## src/rtl/aes_cipher_top.sv

```systemverilog
// ---------------------------------------------------------------------------
// aes_cipher_top -- iterative AES-128 encryption core, one round per clock.
//
// A single-cycle ld pulse captures key and text_in and performs the initial
// AddRoundKey. Ten further clocks run rounds 1..10 with on-the-fly key
// expansion, after which text_out carries the ciphertext and done pulses for
// one cycle. A new ld at any time (including the final-round edge) restarts
// the core with the new inputs.
//
// Ports:
//   clk      system clock, rising edge
//   rst      asynchronous active-low reset
//   ld       load strobe, starts (or restarts) an encryption
//   done     one-cycle pulse, text_out holds a fresh ciphertext
//   key      128-bit cipher key, key[127:120] is byte 0
//   text_in  128-bit plaintext, byte 0 in [127:120], state column-major
//   text_out 128-bit ciphertext, held until the next result
// ---------------------------------------------------------------------------
`timescale 1ns/1ps
module aes_cipher_top (
   input  logic         clk,
   input  logic         rst,
   input  logic         ld,
   output logic         done,
   input  logic [127:0] key,
   input  logic [127:0] text_in,
   output logic [127:0] text_out
);

   // Standard AES S-box, entry 0 in the most significant byte.
   localparam logic [2047:0] SBOX_ROM = {
      128'h637c777bf26b6fc53001672bfed7ab76,
      128'hca82c97dfa5947f0add4a2af9ca472c0,
      128'hb7fd9326363ff7cc34a5e5f171d83115,
      128'h04c723c31896059a071280e2eb27b275,
      128'h09832c1a1b6e5aa0523bd6b329e32f84,
      128'h53d100ed20fcb15b6acbbe394a4c58cf,
      128'hd0efaafb434d338545f9027f503c9fa8,
      128'h51a3408f929d38f5bcb6da2110fff3d2,
      128'hcd0c13ec5f974417c4a77e3d645d1973,
      128'h60814fdc222a908846eeb814de5e0bdb,
      128'he0323a0a4906245cc2d3ac629195e479,
      128'he7c8376d8dd54ea96c56f4ea657aae08,
      128'hba78252e1ca6b4c6e8dd741f4bbd8b8a,
      128'h703eb5664803f60e613557b986c11d9e,
      128'he1f8981169d98e949b1e87e9ce5528df,
      128'h8ca1890dbfe6426841992d0fb054bb16
   };

   typedef enum logic {ST_IDLE, ST_RUN} state_t;

   state_t       st_q, st_d;
   logic [127:0] state_q;
   logic [127:0] rkey_q;
   logic [127:0] text_out_q;
   logic [3:0]   rnd_q;
   logic         done_q;
   logic         last_round;
   logic         finish;
   logic [127:0] rkey_next;
   logic [127:0] sr;
   logic [127:0] mix;
   logic [127:0] round_out;
   logic [31:0]  kw_temp;

   // Byte b sits at bit offset (255-b)*8 = {~b,3'b000}.
   function automatic logic [7:0] sbox(input logic [7:0] b);
      return SBOX_ROM[{~b, 3'b000} +: 8];
   endfunction

   function automatic logic [7:0] xtime(input logic [7:0] b);
      return {b[6:0], 1'b0} ^ (b[7] ? 8'h1b : 8'h00);
   endfunction

   function automatic logic [7:0] rcon(input logic [3:0] r);
      case (r)
         4'd1:    return 8'h01;
         4'd2:    return 8'h02;
         4'd3:    return 8'h04;
         4'd4:    return 8'h08;
         4'd5:    return 8'h10;
         4'd6:    return 8'h20;
         4'd7:    return 8'h40;
         4'd8:    return 8'h80;
         4'd9:    return 8'h1b;
         4'd10:   return 8'h36;
         default: return 8'h00;
      endcase
   endfunction

   function automatic logic [31:0] mix_col(input logic [31:0] col);
      logic [7:0] a0, a1, a2, a3;
      a0 = col[31:24];
      a1 = col[23:16];
      a2 = col[15:8];
      a3 = col[7:0];
      return {xtime(a0) ^ xtime(a1) ^ a1 ^ a2 ^ a3,
              a0 ^ xtime(a1) ^ xtime(a2) ^ a2 ^ a3,
              a0 ^ a1 ^ xtime(a2) ^ xtime(a3) ^ a3,
              xtime(a0) ^ a0 ^ a1 ^ a2 ^ xtime(a3)};
   endfunction

   assign last_round = (rnd_q == 4'd10);

   // Round datapath: key expansion, SubBytes+ShiftRows, MixColumns, AddRoundKey.
   always_comb begin
      kw_temp = {sbox(rkey_q[23:16]) ^ rcon(rnd_q), sbox(rkey_q[15:8]),
                 sbox(rkey_q[7:0]), sbox(rkey_q[31:24])};
      rkey_next[127:96] = rkey_q[127:96] ^ kw_temp;
      rkey_next[95:64]  = rkey_q[95:64]  ^ rkey_next[127:96];
      rkey_next[63:32]  = rkey_q[63:32]  ^ rkey_next[95:64];
      rkey_next[31:0]   = rkey_q[31:0]   ^ rkey_next[63:32];

      // byte 4c+r is row r, column c; row r rotates left by r columns
      sr = '0;
      for (int unsigned c = 0; c < 4; c++) begin
         for (int unsigned r = 0; r < 4; r++) begin
            sr[127 - 8*(4*c + r) -: 8] = sbox(state_q[127 - 8*(4*((c + r) % 4) + r) -: 8]);
         end
      end

      mix = '0;
      for (int unsigned c = 0; c < 4; c++) begin
         mix[127 - 32*c -: 32] = mix_col(sr[127 - 32*c -: 32]);
      end

      round_out = (last_round ? sr : mix) ^ rkey_next;
   end

   always_ff @(posedge clk or negedge rst) begin
      if (!rst) st_q <= ST_IDLE;
      else      st_q <= st_d;
   end

   // ld takes priority over completion, so a load on the last-round edge
   // suppresses that block's result.
   always_comb begin
      st_d   = st_q;
      finish = 1'b0;
      if (ld) begin
         st_d = ST_RUN;
      end else if (st_q == ST_RUN && last_round) begin
         st_d   = ST_IDLE;
         finish = 1'b1;
      end
   end

   always_ff @(posedge clk or negedge rst) begin
      if (!rst) begin
         state_q    <= '0;
         rkey_q     <= '0;
         text_out_q <= '0;
         rnd_q      <= '0;
         done_q     <= 1'b0;
      end else begin
         done_q <= finish;
         if (ld) begin
            state_q <= text_in ^ key;
            rkey_q  <= key;
            rnd_q   <= 4'd1;
         end else if (st_q == ST_RUN) begin
            rkey_q <= rkey_next;
            if (last_round) begin
               text_out_q <= round_out;
               rnd_q      <= '0;
            end else begin
               state_q <= round_out;
               rnd_q   <= rnd_q + 4'd1;
            end
         end
      end
   end

   assign done     = done_q;
   assign text_out = text_out_q;

endmodule

```

## config.mk

```make
export PLATFORM = sky130hd
export DESIGN_NAME = aes_cipher_top
export DESIGN_NICKNAME = d
export VERILOG_FILES = /design/src/rtl/aes_cipher_top.sv
export SDC_FILE = /design/constraint.sdc
export NUM_CORES = 2
export LEC_CHECK = 0
export ABC_CLOCK_PERIOD_IN_PS = 4130
export BUFFER_PORTS_ARGS = -buffer_cell sky130_fd_sc_hd__buf_2
export CAP_MARGIN = 10
export CORE_ASPECT_RATIO = 1.75
export CORE_MARGIN = 5
export CORE_UTILIZATION = 35
export CTS_CLUSTER_SIZE = 10
export DETAILED_ROUTE_END_ITERATION = 8
export PLACE_DENSITY = 0.61
export SYNTH_ARGS = -nofsm -noshare
export SYNTH_HDL_FRONTEND = slang
export SYNTH_SLANG_ARGS = --single-unit
```

## constraint.sdc

```tcl
create_clock -name clk -period 4.13 [get_ports clk]
set_input_delay 0.413 -clock clk [delete_from_list [all_inputs] [get_ports clk]]
set_output_delay 0.413 -clock clk [all_outputs]
set_load 0.05 [all_outputs]
```

### After elaboration in Yosys (flattened, before gate mapping)

Memories as Yosys holds them, arrays and structs flattened.
Index checks and enable logic that the tools add are counted.

| storage, ports and cells | value |
|---|---|
| bits in registers | 390 |
| memory bits (read-only) | 128 |
| input port bits | 259 |
| output and inout port bits | 129 |
| word-level logic and storage cells | 172 |
| memories kept | 1 |

Memories:

| name | depth | bits a word | rd ports | clocked after memory_dff | wr ports | RTL line | text |
|---|---|---|---|---|---|---|---|
| (name not given) | 16 | 8 | 1 | 0 | 0 | 76 | `case (r)` |

| operators by class | value |
|---|---|
| add/subtract/negate cells | 1 |
| eq/ne operators | 2 |
| shift operators | 20 |
| mux-type cells | 29 |
| bitwise operators | 108 |
| reduce and logical (&&, ||, !) cells | 5 |

Operators with widths:

| kind | count |
|---|---|
| $shiftx 2048x12->8 const A | 20 |
| $mux 128 | 6 |
| $xor 8x8->8 | 65 |
| $xor 128x128->128 | 2 |
| $not 8->8 | 20 |
| $xor 32x32->32 | 4 |
| $xor 8x5->8 | 16 |
| $mux 5 | 16 |
| $mux 4 | 3 |
| $add 4x1->4 const B | 1 |
| $eq 4x4->1 const B | 1 |
| $mux 1 | 4 |
| $reduce_bool 2->1 | 2 |
| $reduce_and 3->1 | 1 |
| $ne 2x2->1 const B | 1 |
| $reduce_and 2->1 | 1 |
| $logic_and 1x1->1 | 1 |
| $not 1->1 | 1 |

### Logic depth before layout (Yosys ltp)

| logic depth | value |
|---|---|
| depth after elaboration | 13 |
| gate-level depth with buffers | 18 |
| gate-level depth less buffers | 13 |

### Worst setup path after synthesis

Ideal clock, no wire load.

| timing | value |
|---|---|
| kind | register to register |
| from | register state_q[104] |
| to | register state_q[51] |
| setup time | 0.134 ns |
| data arrival time | 4.439 ns |
| required time | 3.996 ns |
| setup slack | -0.444 ns |
| stages on the path, launching flop included | 19 |
| path buffers | 5 |
| clock period less this slack | 4.574 ns |
| path through | dfrtp_1 > clkbuf_1 > clkbuf_1 > clkbuf_1 > inv_1 > ha_1 > clkbuf_1 > nor2b_1 > clkbuf_1 > nor2_1 > mux4_2 > o211ai_1 > o221ai_1 > nor3_1 > xnor3_1 > xnor3_1 > xnor2_1 > o21ai_0 > o21ai_0 |

| between the ends | value |
|---|---|
| word-level cells in the longest chain between the ends | 12 |

RTL lines:

| item | RTL line | text |
|---|---|---|
| start, declared | 53 | `logic [127:0] state_q;` |
| start signal, assigned | 158 | `state_q <= text_in ^ key;` |
| start signal, assigned | 167 | `state_q <= round_out;` |
| $not 8->8 * | 68 | `return SBOX_ROM[{~b, 3'b000} +: 8];` |
| $shiftx 2048x12->8 * | 68 |  |
| $mux 5 | 72 | `return {b[6:0], 1'b0} ^ (b[7] ? 8'h1b : 8'h00);` |
| $xor 8x5->8 | 72 |  |
| $xor 8x8->8 | 98 | `a0 ^ xtime(a1) ^ xtime(a2) ^ a2 ^ a3,` |
| $xor 8x8->8 * (2 in series) | 98 |  |
| $mux 128 * | 127 | `round_out = (last_round ? sr : mix) ^ rkey_next;` |
| $xor 128x128->128 * | 127 |  |
| $mux 128 * | 163 | `if (last_round) begin` |
| $mux 128 * | 161 | `end else if (st_q == ST_RUN) begin` |
| $mux 128 * | 157 | `if (ld) begin` |

Every way passes the cells marked *; elsewhere a longest branch is shown, timed or not. The select of a mux whose other input is x is not followed.
A chain may end at the register's enable or synchronous reset.

### Worst setup path in the final report

| timing | value |
|---|---|
| from | register state_q[105] |
| to | register state_q[49] |

Same word-level chain as after synthesis.

==> results.json <==
{
  "cts_max_level": 2,
  "finClkSkew_ns": 0.0448,
  "stdcell_count": 18800,
  "antenna_found_initial": 63,
  "path_clk_slew_ns": 0.07,
  "cts_sinks": 390,
  "core_um2": 262000,
  "die_area_um2": 274000,
  "first_iter_violations": 20000,
  "slew_viol_final": 2,
  "worst-path-max-fanout": 6,
  "synthCells": 13100,
  "syn_nets": 13700,
  "synthArstFlopShare": 1.00,
  "regToRegStartpoint": "state_q[105]$_DFFE_PN0P_",
  "cp.arrival_ns": 5.66,
  "fp.dieW_um": 398,
  "worst_pin_slew_ns": 1.85,
  "holdPathStages": 3,
  "crit_path_end_kind": "flop",
  "routedWlPerCell_um": 36.6,
  "whs_endpoint": "rkey_q[30]$_DFFE_PN0P_",
  "min_period_ns": 5.07,
  "grt-ovfl-total": 0,
  "reg2reg_depth": 16,
  "reg2reg_slack_ns": -0.94,
  "ys_warn_count": 0,
  "drtAntennaViolNets": 0,
  "via_count": 130000,
  "cp_slowest_cell": "o21ai_0",
  "numPortBuffers": 387,
  "grt_max_degree": 185,
  "hold_path.class": "in -> reg",
  "mostFrequentLayoutCells": "buf_4 (2769), nand2_1 (1317), o21ai_0 (1179)",
  "violations": "design-rule violations, max-capacitance violations, max-slew violations, negative setup slack",
  "final_common_cell": "buf_4",
  "r2r-end": "state_q[49]$_DFFE_PN0P_",
  "viasPerCell": 6.91,
  "utilization": 0.477,
  "final_hold_viol_count": 0,
  "synth-seq-cells": 390,
  "die_h_um": 688,
  "fin_nets": 15700,
  "core.rowCount": 249,
  "routed_wl_mm": 686,
  "dr.pass1.iters": 9,
  "yosysSeqAreaShare": 0.106,
  "track_usage": 0.475,
  "rsz0062_at_grt": "true",
  "cts_tree": "built",
  "path_cells": "clkinv_2, ha_4, and2_1, o21ai_0, and2_1, mux4_2, a22oi_1, o22ai_2, xnor2_1, buf_4, xor2_1, buf_4, xnor2_1, xnor2_1, buf_4, o221ai_1",
  "fin_ws_ns": -0.944,
  "cts_root_buf": "clkbuf_16",
  "yosysUniqueCellTypes": 114,
  "place.gp.congestion": 1.20,
  "cts_buffers": 54,
  "ios": 388,
  "remaining_drc_errors": 16,
  "start_kind": "flop",
  "dp_cells": 18500,
  "clock_latency_ns": 0.77,
  "grt_pass1_wl_mm": 948,
  "initial_core_util": 0.351,
  "slowest_delay_ns": 1.41,
  "drive_gt1_frac": 0.319,
  "clock_path_buffers": 3,
  "min-delay-start": "key[30]",
  "grt_pass1_vias": 124000,
  "max_cap_violations": 1,
  "syn_area_um2": 92000,
  "setup_tns_ns": -11.25,
  "setup_viol": 43,
  "syn_area_per_cell_um2": 7.00,
  "syn_to_final_growth_pct": 36.1,
  "critPathKind": "reg -> reg",
  "synth-edff-count": 0,
  "fmax_mhz": 197,
  "synth-main-ff-cell": "dfrtp_1",
  "worstPathRequired_ns": 4.71,
  "finalCritPeriodShare": 1.23,
  "hpwl_mm": 524,
  "outcome": "complete, but fails checks",
  "slew_headroom": -0.246
}
worst max path at each step:
stage	from	depth (start not counted)	slack (ns)	endpoint
floorplan	state_q[112]$_DFFE_PN0P_	17	-0.04	state_q[12]$_DFFE_PN0P_
global placement	state_q[33]$_DFFE_PN0P_	15	-1.12	state_q[0]$_DFFE_PN0P_
finish	state_q[105]$_DFFE_PN0P_	16	-0.94	state_q[49]$_DFFE_PN0P_
detailed placement	state_q[33]$_DFFE_PN0P_	15	-1.04	state_q[0]$_DFFE_PN0P_
CTS	rkey_q[24]$_DFFE_PN0P_	16	-0.07	state_q[66]$_DFFE_PN0P_
global route	state_q[105]$_DFFE_PN0P_	13	-1.0	state_q[51]$_DFFE_PN0P_
repair_timing:
| action | CTS | global route |
|---|---|---|
| hold buffers | 26 | 1 |
| hold endpoints to repair | 104 | 1 |
| pin swaps | 40 | 135 |
| setup buffers | 14 | 94 |
| gates cloned | 1 | 1 |
| resized for setup | 319 | 690 |
| setup endpoints to repair | 163 | 182 |
sequential cells by signal, indices dropped and copies added (netlist names):
register	flops
st_q	1
state_q	128
done	1
rkey_q	128
rnd_q	4
text_out	128
cell type report:
type                            instances  area (µm²)
Tap cell                             3514        4400
Multi-Input combinational cell      11000       79900
Timing Repair Buffer                 3463       28100
Inverter                              223         881
Sequential cell                       390        9930
Antenna cell                           34        85.1
Clock inverter                         17         268
Fill cell                           26600      137000
Clock buffer                           83        1620
synth_stat cells (53+ instances only):
cell / count / area (µm²)
buf_1: 155 / 582
or3_1: 92 / 576
and2_1: 123 / 769
a311o_1: 53 / 531
a211o_1: 68 / 596
buf_2: 388 / 1940
o21a_1: 54 / 405
a21oi_1: 945 / 4730
o311a_1: 56 / 561
nor3_1: 400 / 2000
nor2b_1: 355 / 2220
nor2_1: 885 / 3320
a311oi_1: 186 / 1630
a2111oi_0: 60 / 526
o221ai_1: 166 / 1450
nand2_1: 1336 / 5010
xor2_1: 371 / 3250
clkbuf_1: 903 / 3390
mux2i_1: 135 / 1350
nand3_1: 382 / 1910
o21ai_0: 1222 / 6120
o31ai_1: 137 / 1030
or2_2: 117 / 732
o211ai_1: 255 / 1910
mux2_2: 54 / 608
and3_1: 84 / 526
nand2b_1: 405 / 2530
o311ai_0: 174 / 1520
dfrtp_1: 390 / 9760
xnor2_1: 664 / 5820
a21o_1: 63 / 473
a221oi_1: 102 / 893
mux4_2: 244 / 5500
nor3b_1: 57 / 428
inv_1: 177 / 664
o22ai_1: 94 / 588
a211oi_1: 256 / 1920
ha_1: 290 / 3630
a32oi_1: 58 / 508
a31oi_1: 285 / 1780
a22oi_1: 60 / 450
cell families after synthesis:
logic type / Yosys count / synth area share
AO/OA/AOI/OAI: 4770 / 0.348
AND/OR/NAND/NOR: 4434 / 0.233
buffers and inverters: 1711 / 0.0773
XOR/XNOR: 1107 / 0.114
multiplexers: 435 / 0.0815
flip-flops: 390 / 0.106
adder cells (fa/ha/maj): 292 / 0.0398
worst max-delay path, delay by kind of cell (launching register included):
family                   cells  cell delay [ns]
AND/OR/NAND/NOR              2             0.44
adder cells (fa/ha/maj)      1             0.28
XOR/XNOR                     4             0.68
buffers and inverters        4             0.65
flip-flops                   1             0.56
multiplexers                 1             0.23
AO/OA/AOI/OAI                4             2.04
metal layers:
| metal | global-route usage | vias to the layer above | share of wire |
|---|---|---|---|
| met5 | 0.00902 | - | 0.00050 |
| met4 | 0.498 | 38 | 0.14 |
| met3 | 0.185 | 4630 | 0.13 |
| met2 | 0.721 | 11400 | 0.42 |
| met1 | 0.482 | 60700 | 0.31 |
| li1 | - | 53000 | - |
stage by stage:
stage / worst slack (ns) / area [µm²] / hold WS (ns)
6_report: -0.944 / 125000 / 0.0171
5_1_grt: -0.998 / 125000 / 0.00211
4_1_cts: -0.0672 / 121000 / 0.00168
3_5_place_dp: -1.04 / 117000 / 0.465
3_3_place_gp: -1.12 / 117000 / 0.457
2_1_floorplan: -0.0446 / 92100 / 0.117
Power is left out: the tool's default activity adds up to more than one toggle a clock period on the data nets, which glitch-free logic cannot reach.
